[src/rtl/fifo_arb_pkg.sv]
// Shared types and helpers for the FIFO write-port arbiter.
package fifo_arb_pkg;

    typedef enum logic [0:0] {
        StIdle,
        StBurst
    } state_e;

    // $clog2 that never returns 0, so derived vector widths stay legal.
    function automatic int unsigned clog2_safe(input int unsigned value);
        return (value <= 1) ? 1 : $clog2(value);
    endfunction

    // Beat-counter width for the default MAX_BURST of 4.
    localparam int unsigned DEF_MAX_BURST = 4;
    localparam int unsigned BEAT_W        = clog2_safe(DEF_MAX_BURST) + 1;

endpackage

[src/rtl/rr_arbiter.sv]
// Combinational round-robin picker: first set request at or after ptr, wrapping.
module rr_arbiter #(
    parameter int unsigned NUM_REQ  = 4,
    parameter int unsigned ID_WIDTH = $clog2(NUM_REQ)
) (
    input  logic [NUM_REQ-1:0]  req,
    input  logic [ID_WIDTH-1:0] ptr,
    output logic                any_req,
    output logic [ID_WIDTH-1:0] winner
);

    logic [2*NUM_REQ-1:0] dbl;
    logic [2*NUM_REQ-1:0] shifted;
    logic [NUM_REQ-1:0]   rotated;
    int                   offset;
    int                   sum;

    // Rotate requests so ptr lands at bit 0, then take the lowest set bit.
    always_comb begin
        dbl     = {req, req};
        shifted = dbl >> ptr;
        rotated = shifted[NUM_REQ-1:0];
        any_req = |req;
        offset  = 0;
        for (int i = NUM_REQ - 1; i >= 0; i--) begin
            if (rotated[i]) begin
                offset = i;
            end
        end
        sum = int'(ptr) + offset;
        if (sum >= int'(NUM_REQ)) begin
            sum = sum - int'(NUM_REQ);
        end
        winner = ID_WIDTH'(sum);
    end

endmodule

[src/rtl/fifo_write_arbiter.sv]
// Round-robin burst arbiter sharing one FIFO write port among NUM_REQ producers.
module fifo_write_arbiter
    import fifo_arb_pkg::*;
#(
    parameter int unsigned NUM_REQ    = 4,
    parameter int unsigned DATA_WIDTH = 8,
    parameter int unsigned MAX_BURST  = 4,
    parameter int unsigned ID_WIDTH   = $clog2(NUM_REQ)
) (
    input  logic                          clk,
    input  logic                          rst,
    input  logic [NUM_REQ-1:0]            req_valid,
    input  logic [NUM_REQ-1:0]            req_last,
    input  logic [NUM_REQ*DATA_WIDTH-1:0] req_data,
    output logic [NUM_REQ-1:0]            req_ready,
    input  logic                          fifo_full,
    input  logic                          fifo_almost_full,
    output logic                          fifo_wr_en,
    output logic [ID_WIDTH+DATA_WIDTH-1:0] fifo_wr_data,
    output logic                          grant_valid,
    output logic [ID_WIDTH-1:0]           grant_id
);

    localparam int unsigned BeatW = clog2_safe(MAX_BURST) + 1;

    state_e                state_q, state_d;
    logic [ID_WIDTH-1:0]   rr_ptr_q, rr_ptr_d;
    logic [ID_WIDTH-1:0]   grant_id_q, grant_id_d;
    logic [BeatW-1:0]      beat_cnt_q, beat_cnt_d;

    logic                  arb_any;
    logic [ID_WIDTH-1:0]   arb_winner;
    logic [DATA_WIDTH-1:0] data_arr [NUM_REQ];
    logic                  sel_valid;
    logic                  sel_last;
    logic [DATA_WIDTH-1:0] sel_data;
    logic                  xfer;
    logic                  end_burst;

    rr_arbiter #(
        .NUM_REQ  (NUM_REQ),
        .ID_WIDTH (ID_WIDTH)
    ) u_rr_arbiter (
        .req     (req_valid),
        .ptr     (rr_ptr_q),
        .any_req (arb_any),
        .winner  (arb_winner)
    );

    // Select the current owner's request signals.
    always_comb begin
        for (int i = 0; i < int'(NUM_REQ); i++) begin
            data_arr[i] = req_data[i*DATA_WIDTH +: DATA_WIDTH];
        end
        sel_valid = req_valid[grant_id_q];
        sel_last  = req_last[grant_id_q];
        sel_data  = data_arr[grant_id_q];
        xfer      = (state_q == StBurst) && sel_valid && !fifo_full;
    end

    // State and grant registers; reset drops any grant at once.
    always_ff @(posedge clk) begin
        if (rst) begin
            state_q    <= StIdle;
            rr_ptr_q   <= '0;
            grant_id_q <= '0;
            beat_cnt_q <= '0;
        end else begin
            state_q    <= state_d;
            rr_ptr_q   <= rr_ptr_d;
            grant_id_q <= grant_id_d;
            beat_cnt_q <= beat_cnt_d;
        end
    end

    // Next-state: grant in IDLE, count beats and detect end of burst in BURST.
    always_comb begin
        state_d    = state_q;
        rr_ptr_d   = rr_ptr_q;
        grant_id_d = grant_id_q;
        beat_cnt_d = beat_cnt_q;
        end_burst  = 1'b0;
        case (state_q)
            StIdle: begin
                // almost_full only blocks new grants, never an active burst.
                if (arb_any && !fifo_almost_full) begin
                    state_d    = StBurst;
                    grant_id_d = arb_winner;
                    beat_cnt_d = '0;
                end
            end
            StBurst: begin
                if (!sel_valid) begin
                    end_burst = 1'b1;
                end else if (xfer) begin
                    if (sel_last || (beat_cnt_q == BeatW'(MAX_BURST - 1))) begin
                        end_burst = 1'b1;
                    end else begin
                        beat_cnt_d = beat_cnt_q + BeatW'(1);
                    end
                end
                // A fifo_full stall falls through here: grant and count hold.
                if (end_burst) begin
                    state_d    = StIdle;
                    beat_cnt_d = '0;
                    rr_ptr_d   = (grant_id_q == ID_WIDTH'(NUM_REQ - 1)) ?
                                 '0 : grant_id_q + ID_WIDTH'(1);
                end
            end
            default: state_d = StIdle;
        endcase
    end

    // Outputs: only the owner sees ready, and writes never happen while full.
    always_comb begin
        req_ready    = '0;
        fifo_wr_en   = 1'b0;
        fifo_wr_data = {grant_id_q, sel_data};
        grant_valid  = (state_q == StBurst);
        grant_id     = grant_id_q;
        if (state_q == StBurst) begin
            req_ready[grant_id_q] = !fifo_full;
            fifo_wr_en            = xfer;
        end
    end

endmodule

[config.mk]
export PLATFORM = sky130hd
export DESIGN_NAME = fifo_write_arbiter
export DESIGN_NICKNAME = d
export VERILOG_FILES = /design/src/rtl/fifo_arb_pkg.sv /design/src/rtl/rr_arbiter.sv /design/src/rtl/fifo_write_arbiter.sv
export SDC_FILE = /design/constraint.sdc
export NUM_CORES = 1
export LEC_CHECK = 0
export BUFFER_PORTS_ARGS = -buffer_cell sky130_fd_sc_hd__buf_4
export CORE_MARGIN = 2
export CORE_UTILIZATION = 42
export CTS_BUF_LIST = sky130_fd_sc_hd__clkbuf_4
export CTS_CLUSTER_DIAMETER = 40
export DETAILED_ROUTE_END_ITERATION = 16
export HOLD_SLACK_MARGIN = 0.15
export PLACE_DENSITY = 0.81
export SETUP_SLACK_MARGIN = 0.2
export SLEW_MARGIN = 20
export SYNTH_ARGS = -nofsm -noshare
export SYNTH_HDL_FRONTEND = slang
export SYNTH_SLANG_ARGS = --single-unit
[constraint.sdc]
create_clock -name clk -period 2.3 [get_ports clk]
set_input_delay 0 -clock clk [delete_from_list [all_inputs] [get_ports clk]]
set_output_delay 0 -clock clk [all_outputs]
set_load 0.02 [all_outputs]
==> results.md <==
- DRC errors left: 0
- Pwr/cell area: 441 mW/mm^2
- Clock Sinks: 8
- Routed WL per cell: 14.6 um
- Die Footprint: 0.00252 mm^2
- Synth area leader: mux4_2
- Antenna violations before repair: 0
- 1st-iter DRT viols: 23
- Starting Density: 0.452
- Max Slew Vio Count: 0
- EDFF count, synth: 0
- Ys Warns: 0
- Cells after synthesis: 94
- Crit path kind: register to register
- Row count: 16
- DR pass1 iterations: 4
- Skew-Pair Late Insertion Delay: 0.26 ns
- Worst Path Arrival: 2.17 ns
- Achievable Freq: 501 MHz
- Area Overhead vs Synth: 56.4%
- Setup ws final: 0.306 ns
- Core area: 0.00198 mm^2
- Dpl ws: 0.317 ns
- GPL Wtd Cong: 0.864
- Endpoint type of the worst setup path: register
- PostCTS Resize Cnt: 0
- CP max FO: 11
- Total grt overflow: 0
- Final Skew: 0.0105 ns
- Antenna cells: 0
- Fin nets: 208
- Post-Syn Area: 896 um^2
- Synth cell types: 37
- Total of max-cap violations: 0
- Detailed placement HPWL: 2.18 mm
- Hold slack: 0.251 ns
- H-tree Lvls: 1
- Via count: 978
- Cts bufs inserted: 3
- CTS tree: built
- Top cells by area, synth: mux4_2 23%, dfxtp_1 18%, ha_1 9.8%
- Max_slew headroom: 0.721
- Flops & latches, synth: 8
- Syn Area/Cell: 9.53 um^2
- Filler cell count: 142
- Sequential-to-total area share from yosys stat: 0.179
- Status: finished, final reports clean
- Height of the die: 50.2 um
- Flop-to-flop setup slack: 0.31 ns
- Deepest clock path buffer count: 2
- Period utilization: 0.867
- Share of the synthesized area in the top cell type: 0.226
- First-pass GRT wire length: 4.28 mm
- Worst EP required: 2.47 ns
- Core Util, Final: 0.707
- Maximum VDD drop: 295 uV
- Port-buffer cells: 61
- Post-DRT Antenna Nets: 0
- Startpoint Class: register
- IO Pins: 62
- Pin count of the biggest net entering global routing: 18
- RSZ-0062 raised after global routing: false
- Synth Net Count: 145
- Hold Violations, Final: 0
- Vias in the first global route: 956
- Slew @ Worst Pin: 0.418 ns
- GR Util All Layers: 0.221
- Detailed Route WL: 2.65 mm
- Final min period: 1.99 ns
- Root Buffer: clkbuf_4
- Layout cell share with drive strength beyond 1: 0.529
- CTS clock-pin slew for the worst setup and hold paths: 0.06 ns
- P_leak: 0.671 nW
- Fin Setup TNS: 0 ns
- Top_reg_cell synth: dfxtp_1
- Hold Path Class: input pin to register
- Async set or reset register ratio after synthesis: 0
- Routed vias/inst: 5.37
- Die width: 50.2 um
- Setup violations, final: 0
logic make-up after synthesis:
logic type / Yosys count / share of synthesized area
AOI/OAI and AO/OA: 17 / 0.156
xor gates and xnor gates: 1 / 0.00978
adders and majority gates: 7 / 0.0978
buffers and inverters: 13 / 0.0740
DFF: 8 / 0.179
muxes: 14 / 0.284
and+or+nand+nor: 34 / 0.200
synthesized netlist by cell type (all sizes together) (3+ instances only):
library cell	number
buf	5
nor2b	3
and2	4
nand2	6
mux2i	4
inv	6
mux4	9
nor2	12
ha	7
a21oi	3
dfxtp	8
what timing repair did:
item	CTS	global route
hold buffers	2	0
endpoints found under the hold margin	5	0
setup endpoints to repair	0	0
buffers inserted	0	0
layer usage:
layer / wire (um) / share of wire / global-route usage / up-vias
li1: - / - / - / 469
met1: 967 / 0.36 / 0.226 / 462
met2: 1440 / 0.54 / 0.441 / 47
met3: 245 / 0.092 / 0.0655 / 0
met4: 0 / 0 / 0.0278 / 0
met5: 0 / 0 / 0 / -
cell type report:
cell class / count / area [um^2] / area share
clock buffers: 3 / 22.5 / 0.0161
inverters: 6 / 22.5 / 0.0161
multi-input cells: 73 / 669 / 0.478
flip-flops and latches: 8 / 160 / 0.114
well taps: 27 / 33.8 / 0.0241
repair buffers: 65 / 493 / 0.352
power breakdown:
| part | total, mW | switching [mW] | internal, mW |
|---|---|---|---|
| Combinational | 0.340 | 0.156 | 0.184 |
| Clock | 0.109 | 0.0491 | 0.0598 |
| Sequential | 0.170 | 0.0204 | 0.149 |
registers in the layout (all words and copies together) (netlist names):
register,count
beat_cnt_q,3
grant_valid,1
grant_id,2
rr_ptr_q,2
per-stage QoR:
stage	total power [mW]	cells	cell area, um^2
6_report	0.618	182	1400
5_1_grt	0.656	182	1400
4_1_cts	0.620	182	1400
3_5_place_dp	0.510	177	1360
3_3_place_gp	0.502	177	1360
2_1_floorplan	0.373	94	896
cell usage in the layout (no fill, tap or decap), types with 2 or more instances in the layout:
master         count
nor2b_1            2
inv_1              6
clkbuf_4           3
nor3b_1            2
o21ai_0            2
a22o_1             2
dlygate4sd3_1      2
ha_1               7
mux4_2             9
o2111ai_1          2
buf_4             63
dfxtp_1            8
nand2_1            6
a21oi_1            2
and2_1             4
mux2i_1            4
nor2_1            12
critical path: stages (launching register included):
cell	delay, ns
dfxtp_1	0.41
or4_2	0.69
o2111ai_1	0.11
ha_1	0.19
xor2_1	0.19
nand3_1	0.09
a311oi_1	0.23
final timing paths:
kind / from / to / cells past startpoint
hold reg to reg: beat_cnt_q[1] / beat_cnt_q[1] / 1
setup reg to reg: rr_ptr_q[0] / grant_id[1] / 6
setup / recovery: rr_ptr_q[0] / grant_id[1] / 6
hold / removal: req_valid[0] / grant_id[1] / 4
Power figures use the tool's default switching activity.
